`config.mk`:
```
export PLATFORM = sky130hd
export DESIGN_NAME = uart_rx_frontend_flat
export DESIGN_NICKNAME = d
export VERILOG_FILES = /design/src/rtl/uart_rx_frontend_if.sv /design/src/rtl/uart_rx_frontend.sv /design/src/flat_wrapper.sv
export SDC_FILE = /design/constraint.sdc
export NUM_CORES = 1
export LEC_CHECK = 0
export CAP_MARGIN = 0
export CORE_MARGIN = 1
export CORE_UTILIZATION = 30
export CTS_BUF_LIST = sky130_fd_sc_hd__clkbuf_16
export CTS_CLUSTER_SIZE = 30
export DETAILED_ROUTE_END_ITERATION = 7
export MAX_ROUTING_LAYER = met4
export PLACE_DENSITY_LB_ADDON = 0.25
export SETUP_SLACK_MARGIN = 0.2
export SKIP_LAST_GASP = 1
export SLEW_MARGIN = 30
export SYNTH_ARGS = -nofsm -noshare
export SYNTH_HDL_FRONTEND = slang
export SYNTH_SLANG_ARGS = --single-unit
```
`constraint.sdc`:
```
create_clock -name clk -period 1.72 [get_ports clk]
set_clock_uncertainty 0.05 [all_clocks]
set_input_delay 0.344 -clock clk [delete_from_list [all_inputs] [get_ports clk]]
set_output_delay 0.344 -clock clk [all_outputs]
set_load 0.02 [all_outputs]
```
`src/rtl/uart_rx_frontend_if.sv`:
```
// ---------------------------------------------------------------------------
// uart_rx_frontend_if
// Bundles the serial line and the byte-strobe outputs of the UART receiver.
//   rx        : raw serial line, idle high (driven by the line side)
//   rx_data   : last correctly framed byte
//   rx_valid  : one-cycle strobe, rx_data holds a new byte
//   frame_err : one-cycle strobe, stop bit sampled low
//   busy      : receiver is inside a frame or waiting out a break
// master : the receiver itself; slave : the line driver / byte consumer.
// ---------------------------------------------------------------------------
interface uart_rx_frontend_if;
  logic       rx;
  logic [7:0] rx_data;
  logic       rx_valid;
  logic       frame_err;
  logic       busy;

  modport master (
    input  rx,
    output rx_data,
    output rx_valid,
    output frame_err,
    output busy
  );

  modport slave (
    output rx,
    input  rx_data,
    input  rx_valid,
    input  frame_err,
    input  busy
  );
endinterface

```
`src/rtl/uart_rx_frontend.sv`:
```
// ---------------------------------------------------------------------------
// uart_rx_frontend
// 8N1 LSB-first serial receiver with 16x oversampling and 3-sample majority
// voting (samples 7, 8, 9 of each bit). Emits a byte strobe per good frame,
// a framing-error strobe on a low stop bit, and then ignores the line until
// it returns high so a break never produces spurious bytes.
// Ports:
//   clk : system clock, rising edge
//   rst : asynchronous, active-high reset
//   bus : uart_rx_frontend_if.master (rx in; rx_data/rx_valid/frame_err/busy out)
// Parameters:
//   CLK_FREQ, BAUD : clock and bit rate; clocks per oversample tick is
//                    CLK_FREQ/(BAUD*16) and must be at least 1.
// ---------------------------------------------------------------------------
module uart_rx_frontend #(
  parameter int CLK_FREQ = 50000000,
  parameter int BAUD     = 115200
) (
  input  logic                  clk,
  input  logic                  rst,
  uart_rx_frontend_if.master    bus
);

  localparam int DIV = CLK_FREQ / (BAUD * 16);
  localparam int TW  = (DIV > 1) ? $clog2(DIV) : 1;
  localparam logic [TW-1:0] TICK_LAST = TW'(DIV - 1);

  typedef enum logic [2:0] {
    S_IDLE,
    S_START,
    S_DATA,
    S_STOP,
    S_BREAK
  } state_t;

  state_t          r_state;
  state_t          w_state_nxt;
  logic            r_rx_meta;
  logic            r_rx_s;
  logic [TW-1:0]   r_tick_cnt;
  logic [3:0]      r_samp_cnt;
  logic [2:0]      r_bit_idx;
  logic [1:0]      r_samp;      // [0] = sample 7, [1] = sample 8
  logic [7:0]      r_shift;
  logic [7:0]      r_rx_data;
  logic            r_rx_valid;
  logic            r_frame_err;

  logic            w_active;
  logic            w_tick;
  logic            w_decide;
  logic            w_bit_end;
  logic            w_major;
  logic            w_shift_en;
  logic            w_load;
  logic            w_ferr;

  // Two-flop synchroniser; resets to the idle line level so reset release
  // never looks like a start edge.
  // NOTE: sequential state uses non-blocking assignments so every flop samples
  // pre-edge values regardless of process evaluation order.
  always_ff @(posedge clk or posedge rst) begin
    if (rst) begin
      r_rx_meta <= 1'b1;
      r_rx_s    <= 1'b1;
    end else begin
      r_rx_meta <= bus.rx;
      r_rx_s    <= r_rx_meta;
    end
  end

  // Ticks only run inside a frame; IDLE/BREAK hold the counters at zero so
  // the sample phase is referenced to the detected start edge.
  assign w_active  = (r_state == S_START) || (r_state == S_DATA) || (r_state == S_STOP);
  assign w_tick    = w_active && (r_tick_cnt == TICK_LAST);
  assign w_decide  = w_tick && (r_samp_cnt == 4'd9);
  assign w_bit_end = w_tick && (r_samp_cnt == 4'd15);

  // Sample 9 is the live synchronised value on the deciding tick.
  assign w_major = (r_samp[0] & r_samp[1]) | (r_samp[0] & r_rx_s) | (r_samp[1] & r_rx_s);

  always_ff @(posedge clk or posedge rst) begin
    if (rst) r_state <= S_IDLE;
    else     r_state <= w_state_nxt;
  end

  // NOTE: every output of this block gets a default first, so no path leaves
  // a variable unassigned and no latch is inferred.
  always_comb begin
    w_state_nxt = r_state;
    w_shift_en  = 1'b0;
    w_load      = 1'b0;
    w_ferr      = 1'b0;
    unique case (r_state)
      S_IDLE: begin
        if (!r_rx_s) w_state_nxt = S_START;
      end
      S_START: begin
        if (w_decide && w_major) w_state_nxt = S_IDLE;   // false start
        else if (w_bit_end)      w_state_nxt = S_DATA;
      end
      S_DATA: begin
        w_shift_en = w_decide;
        if (w_bit_end && (r_bit_idx == 3'd7)) w_state_nxt = S_STOP;
      end
      S_STOP: begin
        // Leave at the stop-bit centre to tolerate fast back-to-back senders.
        if (w_decide) begin
          if (w_major) begin
            w_load      = 1'b1;
            w_state_nxt = S_IDLE;
          end else begin
            w_ferr      = 1'b1;
            w_state_nxt = S_BREAK;
          end
        end
      end
      S_BREAK: begin
        if (r_rx_s) w_state_nxt = S_IDLE;
      end
      default: w_state_nxt = S_IDLE;
    endcase
  end

  always_ff @(posedge clk or posedge rst) begin
    if (rst) begin
      r_tick_cnt <= '0;
      r_samp_cnt <= '0;
      r_bit_idx  <= '0;
      r_samp     <= '0;
    end else if (!w_active) begin
      r_tick_cnt <= '0;
      r_samp_cnt <= '0;
      r_bit_idx  <= '0;
    end else if (w_tick) begin
      r_tick_cnt <= '0;
      r_samp_cnt <= r_samp_cnt + 4'd1;                  // wraps 15 -> 0
      if (r_samp_cnt == 4'd7) r_samp[0] <= r_rx_s;
      if (r_samp_cnt == 4'd8) r_samp[1] <= r_rx_s;
      if (w_bit_end && (r_state == S_DATA)) r_bit_idx <= r_bit_idx + 3'd1;
    end else begin
      r_tick_cnt <= r_tick_cnt + TW'(1);
    end
  end

  // NOTE: the shift register and output byte are plain registers, not a
  // memory, so they take the reset like any other flop.
  always_ff @(posedge clk or posedge rst) begin
    if (rst) begin
      r_shift     <= '0;
      r_rx_data   <= '0;
      r_rx_valid  <= 1'b0;
      r_frame_err <= 1'b0;
    end else begin
      if (w_shift_en) r_shift <= {w_major, r_shift[7:1]};   // LSB arrives first
      if (w_load)     r_rx_data <= r_shift;
      r_rx_valid  <= w_load;
      r_frame_err <= w_ferr;
    end
  end

  assign bus.rx_data   = r_rx_data;
  assign bus.rx_valid  = r_rx_valid;
  assign bus.frame_err = r_frame_err;
  assign bus.busy      = (r_state != S_IDLE);

endmodule

```
`src/flat_wrapper.sv`:
```
// flat-port wrapper written by rule: the top's interface ports become plain ports
module uart_rx_frontend_flat 
#(
  parameter int CLK_FREQ = 50000000,
  parameter int BAUD     = 115200
)
  (clk, rst, bus_rx, bus_rx_data, bus_rx_valid, bus_frame_err, bus_busy);
  uart_rx_frontend_if bus_i ();
  input  logic clk;
  input  logic rst;
  input wire logic [$bits(bus_i.rx)-1:0] bus_rx;
  output wire logic [$bits(bus_i.rx_data)-1:0] bus_rx_data;
  output wire logic [$bits(bus_i.rx_valid)-1:0] bus_rx_valid;
  output wire logic [$bits(bus_i.frame_err)-1:0] bus_frame_err;
  output wire logic [$bits(bus_i.busy)-1:0] bus_busy;
  assign bus_i.rx = bus_rx;
  assign bus_rx_data = bus_i.rx_data;
  assign bus_rx_valid = bus_i.rx_valid;
  assign bus_frame_err = bus_i.frame_err;
  assign bus_busy = bus_i.busy;
  uart_rx_frontend #(.CLK_FREQ(CLK_FREQ), .BAUD(BAUD)) u_core (.clk(clk), .rst(rst), .bus(bus_i));
endmodule
```
# Yosys cells after proc, flatten, opt, wreduce, memory -nomap -nowiden
# Cells that the tools add are included.
[word_totals] inputBits=3 wordCells=73 regBits=37 out_inout_bits=11
[op_classes] muxes=22 n_addsub=3 n_bitwise=5 eq_ne=17 n_reduce_logical=14
[ops] op="3-bit two-way mux" count=10
[ops] op="3-bit one-hot mux with 5 select lines" count=1
[ops] op="4-bit == test (second input constant)" count=3
[ops] op="5-bit two-way mux" count=2
[ops] op="4-bit two-way mux" count=2
[ops] op="2-bit != test (second input constant)" count=4
[ops] op="1-bit two-way mux" count=7
[ops] op="3-bit by 2-bit == test with 1-bit output (second input constant)" count=2
[ops] op="3-bit == test (second input constant)" count=2
[ops] op="1-bit logical AND" count=6
[ops] op="3-bit AND reduction" count=2
[ops] op="5-bit by 1-bit adder with 5-bit output (second input constant)" count=1
[ops] op="5-bit == test (second input constant)" count=1
[ops] op="5-bit AND reduction" count=1
[ops] op="4-bit by 1-bit adder with 4-bit output (second input constant)" count=1
[ops] op="4-bit by 3-bit == test with 1-bit output (second input constant)" count=1
[ops] op="2-bit by 1-bit != test with 1-bit output (second input constant)" count=2
[ops] op="3-bit by 1-bit adder with 3-bit output (second input constant)" count=1
[ops] op="1-bit bitwise AND" count=3
[ops] op="3-bit by 1-bit == test with 1-bit output (second input constant)" count=1
[ops] op="3-bit logical NOT" count=1
[ops] op="3-bit by 2-bit != test with 1-bit output (second input constant)" count=1
[ops] op="3-bit nonzero test" count=1
[ops] op="1-bit logical OR" count=2
[ops] op="other kinds (2)" count=3

# Depth between registers and ports, before layout
[logic_depth] ltp_word=9 mapped_depth=7 ltp_nobuf=6

# Least setup slack after synthesis
# OpenSTA, ideal clock, no wires.
[synth_path] path_type="reg2reg" from="register u_core.r_tick_cnt[0]" to="register u_core.r_shift[0]" synth_period_minus_slack_ps=1720 setup_ps=125 n_path_buf=1 arrival_ps=1546 path_slack_ps=0 required_time_ps=1545 path_stages_with_launch=8 path_cell_list="dfrtp_1 > inv_1 > ha_1 > and4b_1 > buf_4 > nand3_4 > nor2_4 > mux2_2"
[synth_via] elab_chain_len=4
[synth_rtl] item="start, declared" line_no="uart_rx_frontend.sv:40" rtl="logic [TW-1:0] r_tick_cnt;"
[synth_rtl] item="start signal, assigned" line_no="uart_rx_frontend.sv:142" rtl="r_tick_cnt <= r_tick_cnt + TW'(1);"
[synth_rtl] item="5-bit == test" line_no="uart_rx_frontend.sv:75" rtl="assign w_tick = w_active && (r_tick_cnt == TICK_LAST);"
[synth_rtl] item="1-bit logical AND" line_no="uart_rx_frontend.sv:75"
[synth_rtl] item="1-bit logical AND" line_no="uart_rx_frontend.sv:76" rtl="assign w_decide = w_tick && (r_samp_cnt == 4'd9);"
[synth_rtl] item="1-bit two-way mux" line_no="uart_rx_frontend.sv:94" rtl="unique case (r_state)"
[synth_rtl] item="end signal, assigned" line_no="uart_rx_frontend.sv:155" rtl="if (w_shift_en) r_shift <= {w_major, r_shift[7:1]};"
[synth_rtl] item="end, declared" line_no="uart_rx_frontend.sv:44" rtl="logic [7:0] r_shift;"
# Every way passes these cells.
# A chain may end at the register's enable or synchronous reset.

# Worst setup path in the final report
[layout_path] from="register u_core.r_tick_cnt[0]" to="register u_core.r_shift[4]"
# The elaborated chain is that of the path after synthesis.

==> run metrics <==
combinational power share=1.6%; Critical Path Slowest Stage Cell=dfrtp_1; Max IR drop VDD=0.422 mV; Post-Syn Area=1660 um^2; CTS tree=built; antenna violations before repair=0; PwrDens=765 nW/um^2; antenna viol nets, final=0; max_cap viols=0; worst hold slack=0.312 ns; vias=1105; largest buffer count on any clock path=2; final period utilization=98.3%; worst-path cell chain=inv_1, ha_2, and4b_2, nand3_4, nor2_4, buf_12, mux2_4; routed length per instance=13.0 um; Initial DRT Pass Iterations=4; Cell variety after synth=36; H-tree depth=2; #FFs+latches synth=37; syn nets=142; area of the multi-input gates=828 um^2; Reg clk slew, reported paths=0.05 ns; CP endpoint kind=register; Place WS=-0.0289 ns; hpwl dp=2.04 mm; Inserted Clock Buffers=5; Hold Crit Class=register to register; Crit path largest cell delay=0.37 ns; Sequential cell area=928 um^2; area delta synth->final=39.0%; die area=5820 um^2; critical path data arrival time=1.80 ns; Peak Freq=591 MHz; outcome=finished, final reports clean; Clk pwr share=48.6%; final hold violation count=0; Cells after Synth=132; max-slew violation count=0; Reg2Reg Depth=7; GRT Util Overall=12.6%; root buffer cell=clkbuf_16; power share of the sequential group=49.8%; post-route setup slack=0.0287 ns; reg-to-reg endpoint=u_core.r_shift[4]; gpl congestion=0.713; dominant cell type by area after synthesis=dfrtp_1; worst hold path startpoint=u_core.r_rx_meta; Yosys Warn Count=0; Max-Slew Margin vs Limit=73.0%; ys flop type=dfrtp_1; Ant. Diodes=0; WL final=3.12 mm; drt initial violations=58; Post-synth EDFFs=0; static leakage=0.00113 uW; CP Max Fanout=8; RSZ-0062 raised after global routing=true; Core Footprint=5200 um^2; Via density=4.60; WHS Path Cells=0; endpoints failing setup=0; min Tclk post-route=1.69 ns; FILL cells=482; WP data required=1.83 ns; internal power=1410 uW; top-count cell post-synth=dfrtp_1; I/O pins=14; Setup crit start kind=register; net switching power=352 uW; PortBufs=13; register area share after synthesis=56.0%; Worst Tran Pin Value=0.403 ns; Initial Util=31.8%; fin nets=179; Die Height=76.3 um; post-synthesis async set-or-reset flop share=100%; share of Yosys cell area claimed by the top area cell type=52.9%; switching part of the total=20.0%; # DRC=0; worst-skew pair later-pin latency=0.28 ns; r2r startpoint=u_core.r_tick_cnt[0]; R2R Setup Slk=0.03 ns; Setup CP Type=register to register; commonest cells in the netlist=dfrtp_1 (35), mux2_2 (18), nor2_1 (14), ha_1 (7), nand2_1 (7); syn avg cell area=12.5 um^2; hold path endpoint=u_core.r_rx_s; largest net degree at the start of global routing=38; chip width=76.3 um; Area contributors post-synth=dfrtp_1 (53%), mux2_2 (12%), ha_1 (5.3%), dfstp_2 (3.2%), nor2_1 (3.2%); row count=26; number of global-route vias before repair=1137; layout cell share with drive strength beyond 1=38.2%; clock sink total=37; grt total ovfl=0; first-pass GRT wire length=5.39 mm
[power groups by stage]
| stage | logic, uW | registers, uW | clock network, uW |
|---|---|---|---|
| global route | 33.2 | 877 | 928 |
| finish | 28.4 | 877 | 855 |
| global placement | 29.2 | 892 | 0 |
| detailed placement | 30.0 | 892 | 0 |
| CTS | 30.1 | 877 | 886 |
| floorplan | 14.2 | 892 | 0 |
[metal layers]
layer  global-route usage (%)  wire, um
met2                     18.6      1500
met3                     5.39       117
met1                     15.0      1450
met5                        -         0
met4                     5.19        48
[how the worst max path moves through the flow]
stage,startpoint,to,cells past startpoint
3_3_place_gp,u_core.r_tick_cnt[0],u_core.r_shift[0],6
2_1_floorplan,u_core.r_tick_cnt[0],u_core.r_shift[0],7
4_1_cts,u_core.r_state[2],bus_busy,2
3_5_place_dp,u_core.r_tick_cnt[0],u_core.r_shift[0],6
6_report,u_core.r_tick_cnt[0],u_core.r_shift[4],7
5_1_grt,u_core.r_tick_cnt[0],u_core.r_shift[6],7
[stage by stage]
step,cell area [um^2],power (uW),utilization [%],cells,setup TNS [ns]
floorplan,1670,906,-,132,0
global placement,1990,921,38.2,226,0
detailed placement,1990,922,38.2,226,-0.194
CTS,2240,1790,43.0,238,-0.00174
global route,2300,1840,44.2,240,-0.596
finish,2300,1760,44.2,240,0
[cells in the final DEF, fill, tap and decap left out, drive strengths merged, types with 2 or more instances in the layout]
| cell | Yosys | routed |
|---|---|---|
| clkinv | 0 | 3 |
| or2 | 2 | 2 |
| a21oi | 3 | 3 |
| mux2i | 2 | 2 |
| nand3 | 5 | 5 |
| dlygate4sd2 | 0 | 10 |
| ha | 7 | 7 |
| nor2 | 15 | 15 |
| nand2 | 7 | 7 |
| clkbuf | 1 | 5 |
| inv | 5 | 5 |
| nand3b | 3 | 4 |
| mux2 | 18 | 18 |
| buf | 2 | 20 |
| xnor2 | 2 | 2 |
| clkdlybuf4s50 | 0 | 2 |
| dfrtp | 35 | 35 |
| nor3 | 3 | 3 |
| nand2b | 2 | 2 |
| xor2 | 4 | 4 |
| nor4 | 2 | 2 |
| dfstp | 2 | 2 |
[layout make-up]
cell class                 instances  area share (%)
sequential                        37            40.3
multi-input combinational         88            36.0
timing repair buffer              32            13.1
clock buffer                       5            5.43
tap                               70            3.80
inverter                           5           0.815
clock inverter                     3           0.543
[worst max-delay path: cells and delay by family (launching register included)]
family	cells	cell delay, ns
buffers and inverters	2	0.20
adder cells (fa/ha/maj)	1	0.16
flip-flops	1	0.37
multiplexers	1	0.30
AND/OR/NAND/NOR	3	0.48
[state kept, by name, summed over array words and instances, names as in the netlist]
signal / cells
u_core.bus.frame_err: 1
u_core.bus.rx_data: 8
u_core.bus.rx_valid: 1
u_core.r_bit_idx: 3
u_core.r_rx_meta: 1
u_core.r_rx_s: 1
u_core.r_samp: 2
u_core.r_samp_cnt: 4
u_core.r_shift: 8
u_core.r_state: 3
u_core.r_tick_cnt: 5
[cells by family (layout without fill, tap and decap cells)]
| group | after synthesis | count (layout) | synth area share (%) |
|---|---|---|---|
| AND/OR/NAND/NOR | 45 | 46 | 16.5 |
| flip-flops | 37 | 37 | 56.0 |
| multiplexers | 20 | 20 | 13.4 |
| adder cells (fa/ha/maj) | 8 | 8 | 5.89 |
| AO/OA/AOI/OAI | 8 | 8 | 2.87 |
| buffers and inverters | 8 | 45 | 2.11 |
| XOR/XNOR | 6 | 6 | 3.17 |
[what timing repair did]
action                                  CTS  global route
cloned                                    0             1
endpoints found under the setup margin   39            27
pin swaps                                 8             4
setup buffers                             4             1
gates resized for setup                  31            13
hold buffers                              0             0
Power figures use the tool's default switching activity.
==> variant 1: new RTL, same settings <==
Re-encode `state_t` (5 states) as Gray code, 3 bits wide.
--- a/src/rtl/uart_rx_frontend.sv
+++ b/src/rtl/uart_rx_frontend.sv
@@ -28,7 +28,7 @@
   typedef enum logic [2:0] {
-    S_IDLE,
-    S_START,
-    S_DATA,
-    S_STOP,
-    S_BREAK
+    S_IDLE  = 3'b000,
+    S_START = 3'b001,
+    S_DATA  = 3'b011,
+    S_STOP  = 3'b010,
+    S_BREAK = 3'b110
   } state_t;
Behaviour: same outputs for any inputs over 10 cycles, from zero or initial values and one cycle with rst high; not proved beyond that.
==> variant 1 against the unedited design <==
Combinational power is 4% lower. Largest power group unchanged. Highest routed layer unchanged. Wire length is 4.2% higher. Design area is 1.6% higher. Critical path depth is 1 lower. Synthesized area is 1.2% higher. Sequential cell count stayed put. Worst setup slack worse by 0.025 ns. Count of clock-buffer cells in the layout stayed put. Total power is 0.80% higher. Clock power is 2% higher. Critical endpoint is now u_core.bus.rx_data[1].
==> variant 1: results (changes against the unedited design) <==
Post-detailed-routing wire length = 3250 um (+4.2%)
Number of DRC markers in iteration 0 = 94 (+62%)
Met3 Usage GRT = 4.29% (-1.1 points)
Internal Dissipation = 1420 uW (+0.51%)
Capture point of the worst reg-to-reg path = u_core.bus.rx_data[1]
Multi-input combinational area share = 34.7% (-1.3 points)
Layout non-clock buf frac = 15.0% (+1.9 points)
Fraction of final layout cells with drive strength greater than 1 = 41.0% (+2.8 points)
Number of buffers other than clock buffers in the final layout = 39 (+22%)
Final cell utilization of the core = 44.6% (+0.42 points)
Syn nets = 144 (+1.4%)
Met3 WL post-DR = 133 um (+14%)
Total inserted antenna cells = 0 (unchanged)
Number of nets at the end of the flow = 187 (+4.5%)
Clkbuf count = 5 (unchanged)
Register share of the cell area = 39.7% (-0.63 points)
Wire length of the first global-routing pass = 5600 um (+4.0%)
Worst relative slew slack = 80.5% (+7.5 points)
Status = finished, final reports clean
Top cell types by occurrence after synthesis = sky130_fd_sc_hd__dfrtp_1, sky130_fd_sc_hd__mux2_2, sky130_fd_sc_hd__nor2_1, sky130_fd_sc_hd__ha_1, sky130_fd_sc_hd__nand2_1
# fillers = 475 (-1.5%)
Relative area of clock buffers and inverters in the final design = 6.10% (+0.12 points)
Placeable core region = 5240 um^2 (+0.62%)
Leakage power total = 0.00116 uW (+2.8%)
Fraction of the yosys area taken by sequential cells = 55.4% (-0.67 points)
Met2 Usage GRT = 20.2% (+1.6 points)
Routed via count = 1,158 (+4.8%)
Clk pin slew, worst setup/hold paths = 0.06 ns
Reg2reg path depth = 6 (-1)
Data arrival time at the worst-slack endpoint = 1.83 ns (+0.03 ns)
Total global-route track usage = 12.7% (+0.12 points)
Top cells by area in the synthesized netlist = sky130_fd_sc_hd__dfrtp_1, sky130_fd_sc_hd__mux2_2, sky130_fd_sc_hd__ha_1
Met1 track demand over resource in global routing = 14.9% (-0.16 points)
Detailed-placement wirelength estimate = 2200 um (+7.8%)
## variant 1: through the flow
step	hold slack [ns]	cells	total power [uW]	worst slack [ns]
finish	0.305	248	1770	0.00367
global route	0.312	248	1860	-0.0758
CTS	0.305	242	1810	-0.00873
detailed placement	0.297	229	922	-0.0244
global placement	0.297	229	921	-0.0167
floorplan	0.295	134	905	0.0323
## variant 1: timing repair
action / 4_1_cts / 5_1_grt
setup buffers: 5 / 6
endpoints found under the setup margin: 35 / 36
gates resized for setup: 26 / 18
pin swaps: 5 / 10
## variant 1: kinds of logic (layout without fill, tap and decap cells)
family	count (synthesis)	in the layout	synth area share (%)
simple gates	44	44	15.4
flops	37	37	55.4
fa+ha+maj	8	8	5.82
xor+xnor	6	6	3.13
compound gates	11	11	4.63
mux	20	20	13.3
buf+inv	8	52	2.39
==> variant 2: new RTL, same flow settings <==
Made on the original files. `BAUD` is set to 115200 in 2 places; all go to 57600.
--- a/src/rtl/uart_rx_frontend.sv
+++ b/src/rtl/uart_rx_frontend.sv
@@ -16,3 +16,3 @@
   parameter int CLK_FREQ = 50000000,
-  parameter int BAUD     = 115200
+  parameter int BAUD     = 57600
 ) (
--- a/src/flat_wrapper.sv
+++ b/src/flat_wrapper.sv
@@ -4,3 +4,3 @@
   parameter int CLK_FREQ = 50000000,
-  parameter int BAUD     = 115200
+  parameter int BAUD     = 57600
 )
Function: no difference found for any inputs over 10 cycles, from zero or initial values and one cycle with rst high; that may be too few to reach the edited logic, so the function may still have changed.
==> variant 2 against the unedited design <==
The run now ends with negative setup slack left. Wire length up 26%. Worst setup slack got worse by 0.15 ns. Sequential share of layout area is 4.2 points lower. Design area grew 15%. Die area rose by 12%. Fmax shrank 8.4%. Total power increased by 11%. Clock power up 19%. Synthesized area up 12%. Sequential cell count is 1 higher. Largest cell class is now multi-input combinational cells. Largest power group is now clock.
==> variant 2: results (changes against the unedited design) <==
Status = finished, violations left
Violations in the final reports = negative setup slack
Measured slew at the worst slew-check pin = 0.392 ns (-0.0110 ns)
# fillers = 547 (+13%)
Syn. warnings = 0 (unchanged)
Top cells by area in the synthesized netlist = sky130_fd_sc_hd__dfrtp_1, sky130_fd_sc_hd__mux2_4, sky130_fd_sc_hd__mux2_2
Largest fanout on the critical path = 2 (-6)
P_sw = 364 uW (+3.2%)
Data arrival time at the worst-slack endpoint = 1.96 ns (+0.16 ns)
Detailed-placement wirelength estimate = 2770 um (+36%)
Library cell contributing the largest single delay on the critical path = sky130_fd_sc_hd__or4_4
Maximum ir drop on the vdd rail = 359 uV (-15%)
Min Hold Slack = 0.305 ns (-0.00684 ns)
Number of DRC markers in iteration 0 = 53 (-8.6%)
Placed inst area = 2260 um^2 (+14%)
Number of port buffers = 13 (unchanged)
Fin worst setup slack = -0.126 ns (-0.155 ns)
Fraction of final layout cells with drive strength greater than 1 = 45.9% (+7.6 points)
Syn nets = 164 (+15%)
CTS Buffer Depth = 2 (unchanged)
Synth unique cells = 44 (+22%)
Delay contributed by the slowest stage of the critical path = 0.48 ns (+0.11 ns)
Count of endpoints failing setup in the final report = 17 (+17)
Setup_tns = -1.02 ns (-1.02 ns)
Worst relative slew slack = 73.7% (+0.68 points)
Clock latency on the worst-skew pair = 0.28 ns (about the same)
Top cell types by occurrence after synthesis = sky130_fd_sc_hd__dfrtp_1, sky130_fd_sc_hd__nor2_1, sky130_fd_sc_hd__nand3_1, sky130_fd_sc_hd__mux2_2, sky130_fd_sc_hd__mux2_4
Number of nets at the end of the flow = 214 (+20%)
Async set or reset register ratio after synthesis = 100% (unchanged)
Wire length of the first global-routing pass = 6560 um (+22%)
Via count of the first global-routing pass = 1,357 (+19%)
Fraction of the yosys area taken by sequential cells = 51.5% (-4.6 points)
Post-DR wirelength/cell = 14.1 um (+8.1%)
Number of vias per cell = 4.75 (+3.2%)
Leakage power total = 0.00128 uW (+13%)
Total global-route track usage = 13.9% (+1.4 points)
GP Congestion = 0.809 (+14%)
Largest net degree at the start of global routing = 39 (+2.6%)
==> variant 2: cell types whose count changed after synthesis, sizes merged, moves of 2 or more <==
cell	unedited run	this run
a211oi	0	2
a31oi	1	3
nand3	5	11
clkbuf	1	3
mux2i	2	0
a21o	0	2
==> variant 2: what timing repair did <==
| item | CTS | global route |
|---|---|---|
| gates resized for setup | 40 | 16 |
| hold buffers | 0 | 0 |
| endpoints found under the setup margin | 38 | 30 |
| endpoints found under the hold margin | 0 | 0 |
| buffers inserted | 6 | 4 |
| pin swaps | 9 | 7 |
==> variant 2: cell type report <==
type,instances,area [um^2],share of cell area [%]
multi-input combinational,104,987,37.4
sequential,38,955,36.2
tap,75,93.8,3.55
timing repair buffer,49,414,15.7
inverter,6,25.0,0.948
clock buffer,5,125,4.74
clock inverter,3,40.0,1.52
==> variant 2: worst max-delay path: cells and delay by family, from the launching register on <==
kind	cells	cell delay, ns
mux	1	0.30
simple gates	3	0.79
buf+inv	1	0.07
fa+ha+maj	1	0.12
flops	1	0.39
==> variant 2: worst paths after layout <==
check | startpoint | to | cells after the start
min in group asynchronous | rst | u_core.r_shift[2] | 3
max in group asynchronous | rst | u_core.r_rx_s | 3
max | u_core.r_tick_cnt[1] | u_core.r_samp[0] | 6
min | u_core.r_rx_meta | u_core.r_rx_s | 0
max reg2reg | u_core.r_tick_cnt[1] | u_core.r_samp[0] | 6
min reg2reg | u_core.r_rx_meta | u_core.r_rx_s | 0
==> variant 2: per-layer routing <==
| layer | track usage (%) | up-vias | share of wire [%] |
|---|---|---|---|
| met3 | 3.75 | 6 | 3.4 |
| met2 | 21.8 | 23 | 48 |
| li1 | - | 644 | - |
| met4 | 4.82 | 0 | 1.5 |
| met1 | 17.4 | 657 | 47 |
| met5 | - | - | 0 |
==> variant 2: power groups by stage <==
stage	registers (uW)	logic (uW)	clock network [uW]
floorplan	916	14.4	0
global placement	916	31.6	0
detailed placement	916	33.0	0
CTS	900	33.0	1040
global route	900	36.7	1080
finish	901	31.4	1020
==> variant 2: per-stage QoR <==
stage | std cells | setup WS, ns
2_1_floorplan | 154 | -0.161
3_3_place_gp | 262 | -0.122
3_5_place_dp | 262 | -0.163
4_1_cts | 276 | -0.133
5_1_grt | 280 | -0.176
6_report | 280 | -0.126
==> variant 2: cells by family after synthesis <==
logic type      after synthesis  synth area share (%)
compound gates               16                  5.67
xor+xnor                      7                  3.31
fa+ha+maj                     8                  5.27
buf+inv                      12                  3.44
flops                        38                  51.5
mux                          18                  12.6
simple gates                 55                  18.3
